===== src/rtl/traffic_monitor.sv =====
// traffic_monitor: passive checker beside the traffic light controller.
// Tracks the lamp phase sequence, times each phase, cross-checks the
// reported phase count and counts completed light cycles. Status only.
module traffic_monitor #(
  parameter int unsigned GREEN_LEN  = 11,
  parameter int unsigned YELLOW_LEN = 6,
  parameter int unsigned RED_LEN    = 16,
  parameter bit          CHK_COUNT  = 1'b1
) (
  input  logic       in_clk,
  input  logic       in_rst,
  input  logic       in_green,
  input  logic       in_yellow,
  input  logic       in_red,
  input  logic [3:0] in_count,
  input  logic       in_clr,
  output logic [2:0] o_phase,
  output logic       o_err,
  output logic [2:0] o_err_code,
  output logic [7:0] o_cycles
);

  typedef enum logic [2:0] {
    PH_IDLE    = 3'd0,
    PH_GREEN   = 3'd1,
    PH_YELLOW1 = 3'd2,
    PH_RED     = 3'd3,
    PH_YELLOW2 = 3'd4,
    PH_FAULT   = 3'd7
  } phase_t;

  // Lamp vector encodings, {r,y,g}
  localparam logic [2:0] L_OFF = 3'b000;
  localparam logic [2:0] L_G   = 3'b001;
  localparam logic [2:0] L_Y   = 3'b010;
  localparam logic [2:0] L_R   = 3'b100;

  localparam logic [2:0] ERR_NONE  = 3'd0;
  localparam logic [2:0] ERR_MULTI = 3'd1;
  localparam logic [2:0] ERR_SEQ   = 3'd2;
  localparam logic [2:0] ERR_SHORT = 3'd3;
  localparam logic [2:0] ERR_LONG  = 3'd4;
  localparam logic [2:0] ERR_COUNT = 3'd5;

  phase_t     phase_r;
  phase_t     next_phase_s;
  logic [7:0] rc_r;
  logic       err_r;
  logic [2:0] err_code_r;
  logic [7:0] cycles_r;

  logic [2:0] lamps_s;
  logic [2:0] held_lamps_s;
  logic       multi_s;
  logic       timed_s;
  logic [8:0] len_s;
  logic [8:0] held_len_s;
  logic       changed_s;
  logic       legal_s;
  logic       seq_err_s;
  logic       wrap_s;
  logic       short_s;
  logic       long_s;
  logic       cnt_bad_s;
  logic [3:0] exp_cnt_s;
  logic [2:0] code_s;

  assign lamps_s    = {in_red, in_yellow, in_green};
  assign multi_s    = (in_green & in_yellow) | (in_green & in_red) | (in_yellow & in_red);
  // Held length is one more than the run counter; 9 bits so a saturated rc never aliases LEN
  assign held_len_s = {1'b0, rc_r} + 9'd1;

  // Per-phase attributes: which lamp belongs to it and how long it must be held
  always_comb begin
    held_lamps_s = L_OFF;
    timed_s      = 1'b0;
    len_s        = 9'd0;
    case (phase_r)
      PH_GREEN: begin
        held_lamps_s = L_G;
        timed_s      = 1'b1;
        len_s        = 9'(GREEN_LEN);
      end
      PH_YELLOW1, PH_YELLOW2: begin
        held_lamps_s = L_Y;
        timed_s      = 1'b1;
        len_s        = 9'(YELLOW_LEN);
      end
      PH_RED: begin
        held_lamps_s = L_R;
        timed_s      = 1'b1;
        len_s        = 9'(RED_LEN);
      end
      default: begin
        held_lamps_s = L_OFF;
        timed_s      = 1'b0;
        len_s        = 9'd0;
      end
    endcase
  end

  // Phase transition decode with sequence and duration checks
  always_comb begin
    next_phase_s = phase_r;
    changed_s    = 1'b0;
    legal_s      = 1'b0;
    seq_err_s    = 1'b0;
    wrap_s       = 1'b0;
    short_s      = 1'b0;
    long_s       = 1'b0;
    if (multi_s) begin
      next_phase_s = PH_FAULT;
      changed_s    = (phase_r != PH_FAULT);
    end else if (lamps_s == L_OFF) begin
      // Going dark is always allowed and skips the short check
      next_phase_s = PH_IDLE;
      changed_s    = (phase_r != PH_IDLE);
    end else if (phase_r == PH_FAULT) begin
      // Only a dark lamp set releases FAULT
      next_phase_s = PH_FAULT;
    end else if (lamps_s != held_lamps_s) begin
      changed_s = 1'b1;
      short_s   = timed_s && (held_len_s < len_s);
      case (phase_r)
        PH_IDLE:    legal_s = (lamps_s == L_G);
        PH_GREEN:   legal_s = (lamps_s == L_Y);
        PH_YELLOW1: legal_s = (lamps_s == L_R);
        PH_RED:     legal_s = (lamps_s == L_Y);
        PH_YELLOW2: legal_s = (lamps_s == L_G);
        default:    legal_s = 1'b0;
      endcase
      if (legal_s) begin
        case (phase_r)
          PH_IDLE:    next_phase_s = PH_GREEN;
          PH_GREEN:   next_phase_s = PH_YELLOW1;
          PH_YELLOW1: next_phase_s = PH_RED;
          PH_RED:     next_phase_s = PH_YELLOW2;
          PH_YELLOW2: begin
            next_phase_s = PH_GREEN;
            wrap_s       = 1'b1;
          end
          default:    next_phase_s = PH_FAULT;
        endcase
      end else begin
        // Resync to whatever the lamps say; a lone yellow is taken as YELLOW1
        seq_err_s = 1'b1;
        case (lamps_s)
          L_G:     next_phase_s = PH_GREEN;
          L_R:     next_phase_s = PH_RED;
          default: next_phase_s = PH_YELLOW1;
        endcase
      end
    end else begin
      // Same lamp held: flag overrun only on the edge that starts cycle LEN+1
      long_s = timed_s && (held_len_s == len_s);
    end
  end

  // Count consistency and error prioritisation
  always_comb begin
    exp_cnt_s = changed_s ? 4'd0 : held_len_s[3:0];
    if (CHK_COUNT && (next_phase_s != PH_IDLE) && (next_phase_s != PH_FAULT)) begin
      cnt_bad_s = (in_count != exp_cnt_s);
    end else begin
      cnt_bad_s = 1'b0;
    end
    if (multi_s) begin
      code_s = ERR_MULTI;
    end else if (seq_err_s) begin
      code_s = ERR_SEQ;
    end else if (short_s) begin
      code_s = ERR_SHORT;
    end else if (long_s) begin
      code_s = ERR_LONG;
    end else if (cnt_bad_s) begin
      code_s = ERR_COUNT;
    end else begin
      code_s = ERR_NONE;
    end
  end

  // State, run counter and registered status outputs
  always_ff @(posedge in_clk or posedge in_rst) begin
    if (in_rst) begin
      phase_r    <= PH_IDLE;
      rc_r       <= 8'd0;
      err_r      <= 1'b0;
      err_code_r <= 3'd0;
      cycles_r   <= 8'd0;
    end else begin
      phase_r <= next_phase_s;
      if (changed_s) begin
        rc_r <= 8'd0;
      end else if (rc_r != 8'd255) begin
        rc_r <= rc_r + 8'd1;
      end else begin
        rc_r <= rc_r;
      end
      err_r <= (code_s != ERR_NONE);
      // A newly detected error beats a simultaneous clear
      if ((code_s != ERR_NONE) && ((err_code_r == ERR_NONE) || in_clr)) begin
        err_code_r <= code_s;
      end else if (in_clr) begin
        err_code_r <= ERR_NONE;
      end else begin
        err_code_r <= err_code_r;
      end
      if (in_clr) begin
        cycles_r <= wrap_s ? 8'd1 : 8'd0;
      end else if (wrap_s) begin
        cycles_r <= cycles_r + 8'd1;
      end else begin
        cycles_r <= cycles_r;
      end
    end
  end

  assign o_phase    = phase_r;
  assign o_err      = err_r;
  assign o_err_code = err_code_r;
  assign o_cycles   = cycles_r;

endmodule


===== config.mk =====
export PLATFORM = sky130hd
export DESIGN_NAME = traffic_monitor
export DESIGN_NICKNAME = d
export VERILOG_FILES = /design/src/rtl/traffic_monitor.sv
export SDC_FILE = /design/constraint.sdc
export NUM_CORES = 1
export LEC_CHECK = 0
export CAP_MARGIN = 30
export CORE_ASPECT_RATIO = 1.75
export CORE_MARGIN = 3
export CORE_UTILIZATION = 55
export DETAILED_ROUTE_END_ITERATION = 8
export PLACE_DENSITY = 0.83
export RECOVER_POWER = 50
export SLEW_MARGIN = 20
export SYNTH_ARGS = -nofsm -noshare
export SYNTH_HDL_FRONTEND = slang
export SYNTH_SLANG_ARGS = --single-unit

===== constraint.sdc =====
create_clock -name in_clk -period 7.4 [get_ports in_clk]
set_clock_uncertainty 0.1 [all_clocks]
set_input_delay 1.11 -clock in_clk [delete_from_list [all_inputs] [get_ports in_clk]]
set_output_delay 1.11 -clock in_clk [all_outputs]
set_load 0.02 [all_outputs]

### Word level (Yosys, flattened, before mapping)

Index checks and enable logic that the tools add are counted.

* output and inout bits: 15
* input bits: 10
* word-level logic and storage cells: 98
* register bits after elaboration: 23

* $add $sub $neg: 3
* reductions and logical operators: 18
* order comparisons: 1
* muxes and demuxes: 52
* equal/unequal tests: 14
* bitwise operators: 5

Operators by type and width (count)
* $mux W3: 12
* $mux W8: 4
* $mux W1: 30
* $add A8 B1 Y8 const B: 2
* $pmux W5 S3: 1
* $pmux W3 S4: 1
* $add A8 B1 Y9 const B: 1
* $eq A3 B2 Y1 const B: 3
* $eq A3 B3 Y1 const B: 3
* $eq A9 B9 Y1: 1
* $logic_not A3 Y1: 3
* $lt A9 B9 Y1: 1
* $pmux W3 S3: 1
* $reduce_bool A3 Y1: 3
* $ne A8 B8 Y1 const B: 1
* $eq A3 B1 Y1 const B: 2
* $ne A3 B3 Y1 const B: 2
* $reduce_bool A2 Y1: 3
* $reduce_or A2 Y1: 3
* $logic_and A1 B1 Y1: 4
* $mux W4: 1
* $ne A4 B4 Y1: 1
* $pmux W2 S2: 1
* $reduce_or A4 Y1: 1
* 5 further kinds: 8

### Longest topological paths before layout

Gate-level depths: netlist of run 1.

* word-level depth: 24
* mapped depth: 12
* depth with buffers taken out: 11

### Worst setup path after synthesis of run 1

No wires, ideal clock.

* path kind: input-to-reg
* start: input port in_yellow
* end: register err_code_r[2], in the netlist o_err_code[2]
* data required time: 7178 ps
* cell stages on the path: 9
* data arrival time: 2868 ps
* path buffers: 2
* library setup time: 122 ps
* setup slack: 4310 ps
* cell sequence: clkbuf_1 -> or4_1 -> a21oi_1 -> a211oi_1 -> clkbuf_1 -> o21bai_1 -> a22oi_2 -> nand2_1 -> a32o_1

* longest elaborated chain between the ends: 22
* elaborated cells between the ends (all ways): 52
* those cells by class: 6 x eq/ne; 36 x mux; 4 x bitwise; 6 x reduce/logical

Ends and longest elaborated chain
* start, declared: RTL line 13 `input logic in_yellow,`
* $eq A3 B1 Y1 (tied with other cells): RTL line 125, 129, 147
* $pmux W1 S3: RTL line 124 `case (phase_r)`
* $mux W1: RTL line 121 `end else if (lamps_s != held_lamps_s) begin`
* $mux W1: RTL line 118 `end else if (phase_r == PH_FAULT) begin`
* $mux W1: RTL line 114 `end else if (lamps_s == L_OFF) begin`
* $mux W1: RTL line 111 `if (multi_s) begin`
* $mux W3: RTL line 132 `if (legal_s) begin`
* $mux W3: RTL line 121
* (+6 left out)
* $mux W3: RTL line 175 `end else if (cnt_bad_s) begin`
* $mux W3: RTL line 173 `end else if (long_s) begin`
* $mux W3: RTL line 171 `end else if (short_s) begin`
* $mux W3: RTL line 169 `end else if (seq_err_s) begin`
* $mux W3 *: RTL line 167 `if (multi_s) begin`
* $reduce_bool A3 Y1: RTL line 201 `if ((code_s != ERR_NONE) && ((err_code_r == ERR_NONE) || in_clr)) begin`
* $logic_and A1 B1 Y1: RTL line 201
* $mux W3 / $reduce_bool A2 Y1 (equally long branches)
* end signal, assigned: RTL line 202 `err_code_r <= code_s;`
* end signal, assigned: RTL line 206 `err_code_r <= err_code_r;`
* end, declared: RTL line 49 `logic [2:0] err_code_r;`

Mark *: on every way between the ends. The rest lies on a longest branch, timed or not. The select of a mux whose other input is x is not followed.
A chain may end at the register's enable or synchronous reset.

### Worst setup path in the final report of run 1

Ends and elaborated chain as after synthesis.

==> results.py, run 1 <==
metrics = {
    "clock_tree": {
        "clock-sinks": 23,
        "cts_setup_buffers": 0,
        "cts_tree": "built",
        "cts_hold_buf": 0,
        "cts_buffers": 3,
        "insertion_delay_ns": 0.27,
        "htreeDepth": 1,
        "cts_root_buffer": "clkbuf_8",
        "clock_tree.buffer_depth": 2,
        "clk_pin_slew_ns": 0.09,
        "cts_resized": 0,
    },
    "timing": {
        "maxSlewHeadroom": 0.439,
        "layout_min_cycle_time_ns": 3.78,
        "hold_violations": 0,
        "setup_viol": 0,
        "fin_ws_ns": 3.62,
        "rsz0062_at_grt": "false",
        "fin_tns_setup_ns": 0,
        "fmax_mhz": 264,
        "max_slew.worst_pin.slew_ns": 0.842,
        "fin_crit_sh": 0.511,
        "whs_ns": 0.454,
        "maxSlewViolCount": 0,
    },
    "floorplan": {
        "core_um2": 2960,
        "dieArea_um2": 3870,
        "fp.dieW_um": 48.3,
        "placementRows": 26,
        "die_h_um": 80.1,
        "ios": 25,
        "initial_utilization": 0.582,
    },
    "setup_path": {
        "path_buf_inv": 1,
        "crit_required_ns": 7.46,
        "critical_path.endpoint_type": "register",
        "cp_slowest_cell": "dlygate4sd3_1",
        "slowest_delay_ns": 0.76,
        "cp_max_fo": 18,
        "cp_common_cell": "a211oi_1",
        "start_kind": "input pin",
        "arrival_ns": 3.84,
        "worstPathCellList": "dlygate4sd3_1 -> o21ba_1 -> a211oi_1 -> a211oi_1 -> o21ai_0 -> a22oi_2 -> nand2_1 -> a32o_1",
        "critical-path-top-delay-family": "compound AO/OA/AOI/OAI gates",
        "r2r_setup_slack_ns": 4.37,
        "worstSetupPathType": "in2reg",
    },
    "power_and_ir_drop": {
        "p_leak_uw": 0.000865,
        "internal_power_uw": 228,
        "power_density_nw_per_um2": 178,
        "peakVddDrop_mv": 0.115,
        "p_seq_frac": 0.426,
        "total_power_uw": 356,
        "p_clk_frac": 0.224,
        "swShare": 0.360,
        "power_switching_uw": 128,
        "comb_power_share": 0.350,
    },
    "yosys": {
        "seq_area_frac_synth": 0.334,
        "syn-mean-instance-area_um2": 8.54,
        "synth.distinct_cells": 51,
        "ys_ff_latch": 23,
        "syn-cell-area_um2": 1720,
        "syn_inst": 202,
        "dominantRegCellSynth": "dfrtp_1",
        "ys_warn_count": 0,
        "synth_enable_flop_cells": 0,
        "postSynth.asyncResetShare": 1.00,
        "synth_nets": 219,
    },
    "layout": {
        "antenna_cells": 0,
        "fin_cells": 264,
        "drive_above_1_share": 0.0766,
        "layout_common_cells": "nor2_1, nand2_1, dfrtp_1",
        "syn2layout_area_growth_pct": 16.3,
        "fin_nets": 240,
    },
    "global_route": {
        "grt_pass1_wl_um": 6530,
        "grt_use_total": 0.210,
        "grt_max_degree": 24,
        "antenna_found_initial": 0,
        "gr-total-overflow": 0,
        "grt_pass1_vias": 1543,
    },
    "detailed_routing": {
        "vias": 1556,
        "via_per_inst": 5.89,
        "drt-total-wl_um": 3840,
        "wl_per_cell_um": 14.6,
        "drc": 0,
        "first_pass_iters": 4,
        "drtIter0Drc": 40,
        "drtAntennaViolNets": 0,
    },
    "place": {
        "io_buffers": 24,
        "hpwl_um": 3000,
        "dpl_worst_slack_ns": 3.35,
        "routabilityCongestion": 0.864,
        "dp.cells": 259,
    },
    "run": {
        "maxCapViolations": 0,
    },
    "run_status": {
        "status": "complete, no violations",
    },
    "hold_path": {
        "hold_path.class": "reg2reg",
    },
}
## kinds of logic (layout without fill, tap and decap cells)
family | Yosys count | count (layout) | share of synthesized area
simple gates | 92 | 92 | 0.279
compound gates | 43 | 43 | 0.180
flops | 23 | 23 | 0.334
buf+inv | 18 | 38 | 0.0573
xor+xnor | 16 | 16 | 0.0813
fa+ha+maj | 7 | 7 | 0.0508
mux | 3 | 3 | 0.0174
## sequential cells by signal, summed over array words and instances (netlist names)
signal	count
o_cycles	8
o_err	1
o_err_code	3
o_phase	3
rc_r	8
## power by group through the flow
stage | registers [uW] | clock network [uW] | logic (uW)
after floorplan | 155 | 0 | 87.0
after global placement | 153 | 0 | 119
after detailed placement | 154 | 0 | 125
after CTS | 152 | 81.1 | 125
after global routing | 154 | 86.7 | 140
final | 152 | 79.9 | 125
## path summary, 6_finish.rpt
path,start,end,cells past startpoint
min reg2reg,o_err_code[1],o_err_code[1],1
max in group asynchronous,in_rst,o_err,3
min in group asynchronous,in_rst,rc_r[4],2
min,o_err_code[1],o_err_code[1],1
max,in_yellow,o_err_code[2],8
max reg2reg,o_phase[2],o_err_code[2],10
## Yosys cell counts, types with 2 or more instances
library cell	count	area share
buf_6	2	0.013
o21bai_1	3	0.013
or2_2	2	0.0073
nand4_1	3	0.011
nor3_1	3	0.0087
and3_1	2	0.0073
nand2_1	24	0.052
mux2i_1	3	0.017
buf_2	2	0.0058
nand3_1	10	0.029
nor2b_1	2	0.0073
xnor2_1	5	0.025
nor2_2	2	0.0073
clkbuf_1	4	0.0087
o21ai_0	8	0.023
dfrtp_1	23	0.33
nor2_1	24	0.052
inv_1	8	0.017
nand2b_1	3	0.011
nor3b_1	3	0.013
a21oi_1	14	0.041
xor2_1	11	0.056
ha_1	7	0.051
or4_1	3	0.013
a211oi_1	5	0.022
## area by class of cell
class                   count  area, um2
multi-input cells         161       1050
fillers                   263        955
flip-flops and latches     23        576
repair buffers             26        249
well taps                  42       52.6
clock buffers               3       41.3
inverters                   8       30.0
clock inverters             1       7.51
## routing by layer
layer | global-route usage | up-vias | share of wire
met5 | 0 | - | 0
met4 | 0.120 | 0 | 0.026
met3 | 0.0260 | 9 | 0.033
met2 | 0.410 | 49 | 0.56
met1 | 0.211 | 740 | 0.38
li1 | - | 758 | -
## metrics by stage
stage	cell area (um2)	util
finish	2010	0.678
global route	2010	0.678
CTS	2000	0.676
detailed placement	1950	0.660
global placement	1950	0.658
floorplan	1720	-
(Power assumes the default switching activity.)
==> run 2: changes to the inputs <==
--- a/config.mk
+++ b/config.mk
@@ -8,9 +8,9 @@
 export CAP_MARGIN = 30
 export CORE_ASPECT_RATIO = 1.75
 export CORE_MARGIN = 3
-export CORE_UTILIZATION = 55
+export CORE_UTILIZATION = 54
 export DETAILED_ROUTE_END_ITERATION = 8
-export PLACE_DENSITY = 0.83
+export PLACE_DENSITY = 0.81
 export RECOVER_POWER = 50
 export SLEW_MARGIN = 20
 export SYNTH_ARGS = -nofsm -noshare
==> constraint.sdc (replaced) <==
create_clock -name in_clk -period 3.7 [get_ports in_clk]
set_clock_uncertainty 0.1 [all_clocks]
set_input_delay 0.555 -clock in_clk [delete_from_list [all_inputs] [get_ports in_clk]]
set_output_delay 0.555 -clock in_clk [all_outputs]
set_load 0.02 [all_outputs]
==> run 2 against run 1 <==
Die area increased by 1.7%; non-clock buffer count grew 4; clock power is 90% higher; final cell count increased by 1.5%; sequential power grew 99%; global-route usage up 0.66 points; core utilization about the same; first-iteration DRC count down 15%; critical path type unchanged; largest power group unchanged.
==> results.py, run 2 (synthesis gave the netlist of run 1 again) <==
metrics = {
    "place": {
        "dpl_worst_slack_ns": 0.573,
        "routabilityCongestion": 0.933,
        "hpwl_um": 3190,
        "dp.cells": 263,
        "io_buffers": 24,
    },
    "timing": {
        "fin_tns_setup_ns": 0,
        "rsz0062_at_grt": "false",
        "maxSlewViolCount": 0,
        "fin_ws_ns": 0.619,
        "maxSlewHeadroom": 0.407,
        "fmax_mhz": 325,
        "setup_viol": 0,
        "layout_min_cycle_time_ns": 3.08,
        "fin_crit_sh": 0.833,
        "hold_violations": 0,
        "max_slew.worst_pin.slew_ns": 0.890,
    },
    "global_route": {
        "grt_max_degree": 24,
        "gr-total-overflow": 0,
        "grt_pass1_vias": 1525,
        "grt_use_total": 0.217,
        "antenna_found_initial": 0,
        "grt_pass1_wl_um": 6800,
    },
    "setup_path": {
        "start_kind": "input pin",
        "worstSetupPathType": "in2reg",
        "arrival_ns": 3.18,
        "crit_required_ns": 3.80,
        "cp_max_fo": 13,
        "critical_path.endpoint_type": "register",
    },
    "clock_tree": {
        "cts_resized": 0,
        "cts_tree": "built",
        "cts_setup_buffers": 0,
        "cts_buffers": 3,
        "clk_pin_slew_ns": 0.08,
        "htreeDepth": 1,
        "cts_hold_buf": 0,
        "clock-sinks": 23,
        "insertion_delay_ns": 0.26,
        "clock_tree.buffer_depth": 2,
        "cts_root_buffer": "clkbuf_8",
    },
    "layout": {
        "syn2layout_area_growth_pct": 17.6,
        "fin_nets": 244,
        "antenna_cells": 0,
        "final_common_cell": "nor2_1",
        "layout_common_cells": "nor2_1, nand2_1, dfrtp_1",
        "drive_above_1_share": 0.0796,
        "fin_cells": 268,
    },
    "detailed_routing": {
        "via_per_inst": 5.96,
        "vias": 1598,
        "drt-total-wl_um": 4040,
        "first_pass_iters": 4,
        "drtAntennaViolNets": 0,
        "drtIter0Drc": 34,
        "wl_per_cell_um": 15.1,
        "drc": 0,
    },
    "floorplan": {
        "dieArea_um2": 3930,
        "core_um2": 2990,
        "fp.dieW_um": 48.7,
        "die_h_um": 80.8,
        "placementRows": 26,
        "ios": 25,
        "initial_utilization": 0.576,
    },
    "hold_path": {
        "hold_path.class": "reg2reg",
    },
    "power_and_ir_drop": {
        "power_density_nw_per_um2": 353,
        "p_seq_frac": 0.421,
        "comb_power_share": 0.367,
        "internal_power_uw": 463,
        "power_switching_uw": 254,
        "peakVddDrop_mv": 0.196,
        "p_leak_uw": 0.000879,
        "swShare": 0.354,
        "p_clk_frac": 0.211,
    },
    "run": {
        "maxCapViolations": 0,
    },
    "run_status": {
        "status": "complete, no violations",
    },
}
## run 2: path summary, 6_finish.rpt
| check | start | depth (start not counted) | slack, ns | to |
|---|---|---|---|---|
| worst max-delay path | in_yellow | 8 | 0.62 | o_err_code[2] |
| worst min-delay path | o_err_code[1] | 1 | 0.48 | o_err_code[1] |
| max in group asynchronous | in_rst | 3 | 1.86 | o_cycles[4] |
| worst min register to register | o_err_code[1] | 1 | 0.48 | o_err_code[1] |
| worst max register to register | rc_r[0] | 7 | 0.76 | o_err_code[2] |
| min in group asynchronous | in_rst | 2 | 0.56 | rc_r[5] |
## run 2: per-stage QoR
step	area, um2	utilization	total power, uW	hold WS (ns)
2_1_floorplan	1720	-	484	0.436
3_3_place_gp	1990	0.663	555	0.431
3_5_place_dp	1990	0.663	569	0.448
4_1_cts	2030	0.679	722	0.477
5_1_grt	2030	0.678	759	0.493
6_report	2030	0.678	717	0.480
## run 2: power by group through the flow
stage               clock network [uW]  registers [uW]  logic [uW]
floorplan                            0             310         174
global placement                     0             304         251
detailed placement                   0             307         263
CTS                                155             302         265
global route                       163             305         290
finish                             152             302         263
## run 2: routing by layer
layer | GRT usage | vias to the layer above | part of all wire
met5 | 0 | - | 0
met4 | 0.0883 | 0 | 0.032
met3 | 0.0147 | 10 | 0.028
met2 | 0.444 | 42 | 0.57
met1 | 0.222 | 779 | 0.37
li1 | - | 767 | -
## run 2: layout make-up
class / instances / area, um2
Multi-Input combinational cell: 161 / 1050
Fill cell: 288 / 965
Sequential cell: 23 / 576
Timing Repair Buffer: 30 / 278
Tap cell: 42 / 52.6
Clock buffer: 4 / 45.0
Inverter: 8 / 30.0
## run 2: critical path, stage by stage
cell           delay, ns
dlygate4sd3_1       0.62
clkbuf_1            0.27
nand2b_1            0.23
or4_1               0.47
and3_4              0.20
or4_1               0.57
nand2_1             0.10
a32o_1              0.16
==> run 3: changes to the inputs <==
==> constraint.sdc (replaced) <==
create_clock -name in_clk -period 2.85 [get_ports in_clk]
set_clock_uncertainty 0.1 [all_clocks]
set_input_delay 0.4275 -clock in_clk [delete_from_list [all_inputs] [get_ports in_clk]]
set_output_delay 0.4275 -clock in_clk [all_outputs]
set_load 0.02 [all_outputs]
==> run 3 against run 2 <==
Setup slack lost 0.49 ns; global-route usage grew 1.8 points; final cell count grew 5.2%; first-iteration DRC count shrank 32%; hold slack lost 0.11 ns; design area grew 6.2%; sequential power grew 27%; routed wire length grew 5.4%; sequential share of layout area shrank 1.7 points; critical endpoint unchanged.
==> results.py, run 3 (synthesis gave the netlist of run 1 again) <==
metrics = {
    "run_status": {
        "status": "complete, no violations",
    },
    "layout": {
        "syn2layout_area_growth_pct": 25.0,
        "antenna_cells": 0,
        "n_fill_cell": 261,
        "layout_common_cells": "nor2_1, nand2_1, dfrtp_1",
        "fin_nets": 258,
        "utilization": 0.720,
        "final_common_cell": "nor2_1",
        "fin_cells": 282,
        "drive_above_1_share": 0.154,
    },
    "clock_tree": {
        "clk_pin_slew_ns": 0.09,
        "clock_tree.buffer_depth": 2,
        "cts_buffers": 3,
        "clock-sinks": 23,
        "cts_root_buffer": "clkbuf_8",
        "cts_setup_buffers": 0,
        "htreeDepth": 1,
        "insertion_delay_ns": 0.26,
        "cts_tree": "built",
    },
    "place": {
        "dp.cells": 277,
        "routabilityCongestion": 0.834,
        "io_buffers": 24,
        "hpwl_um": 3370,
    },
    "setup_path": {
        "cp_slowest_cell": "dfrtp_1",
        "setup.worst_path.end": "o_err_code[2]",
        "crit_required_ns": 2.91,
        "r2r_setup_slack_ns": 0.13,
        "reg2reg_from": "rc_r[1]",
        "cp_max_fo": 4,
        "critical_path.endpoint_type": "register",
        "slowest_delay_ns": 0.43,
        "worstSetupPathType": "reg2reg",
        "r2r_cells": 11,
        "start_kind": "register",
        "arrival_ns": 2.78,
        "critPathLaunch": "rc_r[1]",
        "worstPathCellList": "ha_1 -> buf_4 -> and3_2 -> xor2_1 -> ha_1 -> nand2_2 -> a21oi_1 -> a2111oi_4 -> a2bb2oi_1 -> nor2b_4 -> a32o_1",
        "cp_common_cell": "ha_1",
        "reg2reg_to": "o_err_code[2]",
    },
    "floorplan": {
        "placementRows": 26,
        "initial_utilization": 0.576,
        "fp.dieW_um": 48.7,
        "core_um2": 2990,
        "dieArea_um2": 3930,
        "ios": 25,
        "die_h_um": 80.8,
    },
    "detailed_routing": {
        "drc": 0,
        "via_per_inst": 5.71,
        "wl_per_cell_um": 15.1,
        "vias": 1611,
        "drtIter0Drc": 23,
        "drt-total-wl_um": 4250,
        "first_pass_iters": 4,
        "drtAntennaViolNets": 0,
    },
    "timing": {
        "setup_viol": 0,
        "rsz0062_at_grt": "false",
        "max_slew.worst_pin.slew_ns": 1.07,
        "maxSlewHeadroom": 0.288,
        "layout_min_cycle_time_ns": 2.72,
        "fin_crit_sh": 0.955,
        "fmax_mhz": 367,
        "maxSlewViolCount": 0,
        "hold_violations": 0,
    },
    "global_route": {
        "met1_usage": 0.229,
        "met3_usage": 0.0275,
        "gr-total-overflow": 0,
        "antenna_found_initial": 0,
        "grt_max_degree": 24,
        "busiest_layer": "met2",
        "use_met2": 0.477,
        "grt_use_total": 0.235,
        "grt_pass1_vias": 1626,
        "grt_pass1_wl_um": 7310,
    },
    "run": {
        "maxCapViolations": 0,
    },
    "hold_path": {
        "hold_path.class": "in2async",
    },
    "power_and_ir_drop": {
        "peakVddDrop_mv": 0.282,
        "p_leak_uw": 0.000951,
        "power_density_nw_per_um2": 449,
    },
}
[run 3: stage by stage]
stage	hold slack (ns)	cell area (um2)	TNS (ns)	worst slack, ns	total power [uW]
3_5_place_dp	0.428	2090	-0.258	-0.140	760
4_1_cts	0.455	2140	0	0.150	966
5_1_grt	0.378	2150	0	0.0158	1030
2_1_floorplan	0.329	1720	0	0.0796	628
6_report	0.371	2150	0	0.128	968
3_3_place_gp	0.429	2090	0	0.0560	744
[run 3: final cells by class]
| type | instances | area [um2] | area share |
|---|---|---|---|
| multi-input combinational | 161 | 1070 | 0.495 |
| tap | 42 | 52.6 | 0.0244 |
| clock buffer | 3 | 41.3 | 0.0192 |
| sequential | 23 | 576 | 0.267 |
| timing repair buffer | 44 | 383 | 0.178 |
| clock inverter | 1 | 5.00 | 0.00232 |
| inverter | 8 | 30.0 | 0.0139 |
[run 3: per-layer routing]
layer  share of wire  routed length [um]
met1            0.37                1570
met2            0.59                2510
met3           0.021                  89
met4           0.022                  92
met5               0                   0
[run 3: power by group]
part / switching (uW) / internal [uW] / total [uW]
clock: 106 / 97.6 / 203
sequential: 32.3 / 352 / 384
combinational: 209 / 172 / 380
[run 3: how the worst min path moves through the flow]
stage	start	end	slack, ns	cells after the start
after floorplan	in_rst	o_cycles[0]	0.33	1
after global placement	o_err_code[1]	o_err_code[1]	0.43	1
after detailed placement	o_cycles[7]	o_cycles[7]	0.43	2
after CTS	o_cycles[7]	o_cycles[7]	0.45	2
after global routing	in_rst	o_phase[1]	0.38	2
final	in_rst	o_phase[1]	0.37	2
[run 3: critical path, delay by kind of cell, from the launching register on]
| kind | cells | cell delay [ns] |
|---|---|---|
| AO/OA/AOI/OAI | 4 | 0.73 |
| adder cells (fa/ha/maj) | 2 | 0.58 |
| AND/OR/NAND/NOR | 3 | 0.48 |
| flip-flops | 1 | 0.43 |
| buffers and inverters | 1 | 0.15 |
| XOR/XNOR | 1 | 0.15 |
[run 3: what timing repair did]
action,in CTS,in global routing
endpoints found under the setup margin,0,2
hold buffers,0,0
hold endpoints to repair,0,0
resized for setup,0,4
